[src/rtl/ex_mem_wb_pipe.sv]
// EX/MEM and MEM/WB pipeline registers for the RV32I core: memory-wait stall,
// M-stage flush, per-stage valid bits, writeback select and retired counter.
module ex_mem_wb_pipe #(
   parameter int XLEN  = 32,
   parameter int CNT_W = 32
) (
   input  logic             clk,
   input  logic             reset,
   input  logic             StallM,
   input  logic             FlushM,
   input  logic             ValidE,
   input  logic             RegWriteE,
   input  logic [1:0]       ResultSrcE,
   input  logic             MemWriteE,
   input  logic [4:0]       RdE,
   input  logic [XLEN-1:0]  ALUResultE,
   input  logic [XLEN-1:0]  WriteDataE,
   input  logic [XLEN-1:0]  PCPlus4E,
   input  logic [XLEN-1:0]  ReadDataM,
   output logic             ValidM,
   output logic             RegWriteM,
   output logic [1:0]       ResultSrcM,
   output logic             MemWriteM,
   output logic [4:0]       RdM,
   output logic [XLEN-1:0]  ALUResultM,
   output logic [XLEN-1:0]  WriteDataM,
   output logic             ValidW,
   output logic             RegWriteW,
   output logic [4:0]       RdW,
   output logic [XLEN-1:0]  ResultW,
   output logic [CNT_W-1:0] RetiredCount
);

   logic [XLEN-1:0] r_PCPlus4M;
   logic [1:0]      r_ResultSrcW;
   logic [XLEN-1:0] r_ALUResultW;
   logic [XLEN-1:0] r_PCPlus4W;
   logic [XLEN-1:0] r_ReadDataW;

   always_ff @(posedge clk) begin
      if (reset) begin
         ValidM       <= 1'b0;
         RegWriteM    <= 1'b0;
         ResultSrcM   <= 2'b00;
         MemWriteM    <= 1'b0;
         RdM          <= '0;
         ALUResultM   <= '0;
         WriteDataM   <= '0;
         r_PCPlus4M   <= '0;
         ValidW       <= 1'b0;
         RegWriteW    <= 1'b0;
         RdW          <= '0;
         r_ResultSrcW <= 2'b00;
         r_ALUResultW <= '0;
         r_PCPlus4W   <= '0;
         r_ReadDataW  <= '0;
         RetiredCount <= '0;
      end else begin
         if (!StallM) begin
            // A flushed slot keeps its stale data; only control fields are killed.
            if (FlushM) begin
               ValidM     <= 1'b0;
               RegWriteM  <= 1'b0;
               MemWriteM  <= 1'b0;
               RdM        <= '0;
               ResultSrcM <= 2'b00;
            end else begin
               ValidM     <= ValidE;
               RegWriteM  <= RegWriteE & ValidE & (RdE != 5'd0);
               MemWriteM  <= MemWriteE & ValidE;
               RdM        <= RdE;
               ResultSrcM <= ResultSrcE;
               ALUResultM <= ALUResultE;
               WriteDataM <= WriteDataE;
               r_PCPlus4M <= PCPlus4E;
            end
            ValidW       <= ValidM;
            RegWriteW    <= RegWriteM;
            RdW          <= RdM;
            r_ResultSrcW <= ResultSrcM;
            r_ALUResultW <= ALUResultM;
            r_PCPlus4W   <= r_PCPlus4M;
            r_ReadDataW  <= ReadDataM;
         end else begin
            // M is held, so W must not see the same instruction twice.
            ValidW    <= 1'b0;
            RegWriteW <= 1'b0;
            RdW       <= '0;
         end
         if (ValidW)
            RetiredCount <= RetiredCount + CNT_W'(1);
      end
   end

   always_comb begin
      ResultW = '0;
      case (r_ResultSrcW)
         2'b00:   ResultW = r_ALUResultW;
         2'b01:   ResultW = r_ReadDataW;
         2'b10:   ResultW = r_PCPlus4W;
         default: ResultW = '0;
      endcase
   end

endmodule

[config.mk]
export PLATFORM = sky130hd
export DESIGN_NAME = ex_mem_wb_pipe
export DESIGN_NICKNAME = d
export VERILOG_FILES = /design/src/rtl/ex_mem_wb_pipe.sv
export SDC_FILE = /design/constraint.sdc
export NUM_CORES = 1
export LEC_CHECK = 0
export ABC_CLOCK_PERIOD_IN_PS = 2600
export CORE_MARGIN = 8
export CORE_UTILIZATION = 29
export DETAILED_ROUTE_END_ITERATION = 8
export GPL_TIMING_DRIVEN = 0
export PLACE_DENSITY = 0.53
export SLEW_MARGIN = 40
export SYNTH_ARGS = -nofsm -noshare
export SYNTH_HDL_FRONTEND = slang
export SYNTH_SLANG_ARGS = --single-unit
[constraint.sdc]
create_clock -name clk -period 2.6 [get_ports clk]
set_input_delay 0.52 -clock clk [delete_from_list [all_inputs] [get_ports clk]]
set_output_delay 0.52 -clock clk [all_outputs]
set_load 0.02 [all_outputs]
[Word level (Yosys, flattened, before mapping)]
Index checks and enable logic that the tools add are counted.
Word-level totals
  bits of input ports: 142
  output and inout port bits: 145
  register bits after elaboration: 243
Cells by class
  muxes and demuxes: 6
  equal/unequal tests: 2
  reductions and logical operators: 4
  add/sub/neg operators: 1
  bitwise logic cells: 5
Operators with widths (count)
  32-bit one-hot mux with 3 select lines: 1
  32-bit by 1-bit adder with 32-bit output (second input constant): 1
  5-bit two-way mux: 1
  5-bit nonzero test: 1
  1-bit AND: 3
  1-bit two-way mux: 3
  2-bit by 1-bit equality test with 1-bit output (second input constant): 1
  2-bit equality test (second input constant): 1
  2-bit zero test: 1
  2-bit two-way mux: 1
  1-bit NOT: 2
  2-bit AND reduction: 1
  2-bit OR reduction: 1

[Depth between registers and ports, before layout]
  depth after elaboration: 3
  depth in mapped cells: 7
  gate-level depth less buffers: 5

[Least setup slack after synthesis]
OpenSTA, ideal clock, no wires.
  path kind: reg2out
  start point: reg r_ResultSrcW[0]
  end point: out ResultW[0]
  slack: 0.467 ns
  path buffers: 3
  arrival time: 1.613 ns
  data required time: 2.080 ns
  cell stages (with the launch flop): 5
  path through: dfxtp_1 > clkbuf_1 > clkbuf_1 > clkbuf_1 > o22ai_1
Between the ends
  word-level cells in the longest chain between the ends: 2
  elaborated cells on any way between the ends: 4
  classes of those cells: eq/ne (2); mux (1); reduce/logical (1)
RTL lines
  from (decl): RTL line 35  | logic [1:0] r_ResultSrcW;
  from (signal assigned): RTL line 80  | r_ResultSrcW <= ResultSrcM;
  2-bit equality test (tied with other cells): RTL line 97  | case (r_ResultSrcW)
  32-bit one-hot mux with 3 select lines (*): RTL line 97
  to (decl): RTL line 30  | output logic [XLEN-1:0] ResultW,
Every way passes the cells marked *; elsewhere a longest branch is shown, timed or not.

[Final worst setup path]
  start point: reg r_ResultSrcW[0]
  end point: out ResultW[20]
Same word-level chain as after synthesis.

==> reports/qor.txt <==
Period minus WS final: 2.58 ns
Pwr dens: 644 nW/um2
Yosys cell types: 37
Max clock buf depth: 3
Worst EP arrival: 2.06 ns
Post-synth EDFFs: 0
Via count: 8454
Clock Latency Late Sink: 0.53 ns
Clock sink count: 243
Final Max Tran Viols: 0
I/O Pins: 287
RSZ-0062 raised after global routing: yes
Synth Area in Simple Gates: 0.189
Most used flip-flop cell after synthesis: dfxtp_1
Total gr overflow: 0
Core area: 32200 um2
Final Cycle Share: 0.993
Yosys reg bits: 243
Worst Setup SP: r_ResultSrcW[0]$_SDFFE_PP0N_
Mapped cell area: 9400 um2
Post-synth top cells: dfxtp_1 (243), nand2_1 (235), mux2i_1 (131)
Synth area leader: dfxtp_1
Outcome: finished clean
Fin cells: 1817
Synth Area in Adders: 0.00133
CP max stage delay: 0.36 ns
CP max-delay cell: dfxtp_1
Initial DRC count: 359
Largest net degree at the start of global routing: 14
Die ar.: 38400 um2
Die span in x: 196 um
Asr flop ratio synth: 0
H-tree levels: 1
Syn Inst Count: 1070
DP Area: 12800 um2
YS warnings: 0
Synth Area in Compound Gates: 0.102
Final hold slack: 0.454 ns
Fin util: 0.432
DRT Pass-1 Iters: 4
DRT antenna net count: 0
Avg Cell Area, Syn: 8.78 um2
Maximum operating frequency: 387 MHz
Post-Layout Inst Area: 13900 um2
Slew HR: 0.443
Pleak: 5.23 nW
CP Cell Sequence: clkbuf_2, buf_6, buf_4, mux2i_2, o22ai_1, clkdlybuf4s15_2
CP Capture Type: output pin
Dominant cells by area after synthesis: dfxtp_1 (52%), mux2i_1 (14%), nand2_1 (9.4%), a21oi_1 (6.3%), nor2_1 (4.9%)
Core Rows: 66
Final Hold Fails: 0
Post-CTS Hold Buffers: 0
CTS tree: built
Die Ht: 196 um
CTS root buffer: clkbuf_16
Initial core utilization: 0.292
Req. time, crit path: 2.08 ns
Max Cap Viol: 0
First-pass GRT wire length: 51.9 mm
DP HPWL: 26.7 mm
Final setup viols: 0
Vias per inst: 4.65
CTS Buf Count: 29
Top-count cell post-synth: dfxtp_1
Avg WL per Cell: 19.1 um
Largest family of logic cells by synthesized area: simple AND/OR/NAND/NOR gates
Buf/Inv on CP: 4
Mux share of post-synthesis cell area: 0.142
Crit path max-delay family: buffers and inverters
Worst hold path class: reg -> reg
IO buf count: 285
Mapped Nets: 1213
Worst-path clk slew: 0.06 ns
CP max FO: 6
Inst Count DP: 1765
DR DRC count: 0
ANT cells: 0
Nets: 1531
Routed WL: 34.6 mm
GR Util All Layers: 0.173
Share of the synthesized area in the top cell type: 0.518
Worst Setup Start Kind: flop
XOR/XNOR share of the synthesized area: 0.0103
FF-to-FF Start: RetiredCount[3]$_SDFFE_PP0P_
IR drop worst, VDD: 0.465 mV
Share of layout cells above drive strength 1: 0.0745
Hold Startpoint: WriteDataM[5]$_SDFFE_PP0P_
Initial antenna violation count: 1
Critical path class: reg -> out
Layout Skew: 0.0136 ns
Sequential area share after synthesis: 0.518
Placer Congestion: 0.888
Worst-Margin Slew: 0.836 ns
Vias in the first global route: 8420
Power, Total: 8.97 mW
Synthesis-to-finish area growth: 48.2%
==> power by group <==
group	internal [mW]	leakage, nW	switching, mW
sequential	3.85	1.98	0.0896
combinational	0.448	2.76	0.452
clock	2.54	0.492	1.58
==> worst paths after layout <==
check / to / slack, ns / cells after the start
max: ResultW[20] / 0.02 / 6
min: WriteDataM[5]$_SDFFE_PP0P_ / 0.45 / 2
max reg2reg: RetiredCount[17]$_SDFFE_PP0P_ / 0.33 / 5
min reg2reg: WriteDataM[5]$_SDFFE_PP0P_ / 0.45 / 2
==> stage by stage <==
stage	TNS, ns	setup WS (ns)
after global placement	-56.17	-0.814
after global routing	-0.0290	-0.0162
after CTS	-0.354	-0.0626
after detailed placement	-37.73	-0.793
after floorplan	0	0.467
final	0	0.0173
==> per-layer routing <==
metal	up-vias	part of all wire	global-route usage
met5	-	0.00038	0
met4	2	0.028	0.0531
met3	48	0.056	0.0422
met2	190	0.46	0.286
met1	3935	0.45	0.221
li1	4279	-	-
==> cell families (layout without fill, tap and decap cells) <==
kind of cell,count (synthesis),in the layout
mux,133,133
xor+xnor,11,11
fa+ha+maj,1,1
simple gates,424,424
flops,243,243
compound gates,175,175
buf+inv,83,422
==> cells in the final DEF, fill, tap and decap left out, drive strengths merged, types with 3 or more instances in the layout <==
| master | n |
|---|---|
| dfxtp | 243 |
| a22oi | 6 |
| xnor2 | 8 |
| o21ai | 8 |
| clkdlybuf4s50 | 253 |
| nor4 | 5 |
| nor3 | 3 |
| a21oi | 118 |
| nand4 | 10 |
| buf | 18 |
| mux2i | 131 |
| or3 | 8 |
| o31ai | 10 |
| nand2 | 235 |
| or4 | 13 |
| xor2 | 3 |
| inv | 3 |
| o22ai | 32 |
| nand3 | 10 |
| dlygate4sd2 | 20 |
| and2 | 8 |
| and4 | 3 |
| clkdlybuf4s15 | 9 |
| nor2 | 123 |
| clkbuf | 109 |
| clkinv | 6 |
==> tightest hold or removal path: cells and delay by family, from the launching register on <==
family	cells	cell delay [ns]
flops	1	0.31
simple gates	1	0.05
compound gates	1	0.05
==> cell type report <==
cell class                      count  area [um2]
Multi-Input combinational cell    744        4310
Buffer                             80         408
Inverter                            3        11.3
Clock inverter                      9        97.6
Sequential cell                   243        4860
Tap cell                          408         510
Clock buffer                       43         888
Timing Repair Buffer              287        2840
Fill cell                        3263       18300
==> registers in the layout, summed over array words and instances (netlist names), 2 cells and up <==
| register | cells |
|---|---|
| RdM | 5 |
| r_ResultSrcW | 2 |
| r_PCPlus4M | 32 |
| ResultSrcM | 2 |
| r_ALUResultW | 32 |
| RdW | 5 |
| r_ReadDataW | 32 |
| r_PCPlus4W | 32 |
| ALUResultM | 32 |
| RetiredCount | 32 |
| WriteDataM | 32 |
==> what timing repair did <==
| action | CTS | global route |
|---|---|---|
| setup endpoints to repair | 32 | 25 |
| gates resized for setup | 77 | 29 |
| buffers inserted | 0 | 0 |
| endpoints found under the hold margin | 0 | 0 |
No activity file was read; power rests on OpenSTA's default activity.
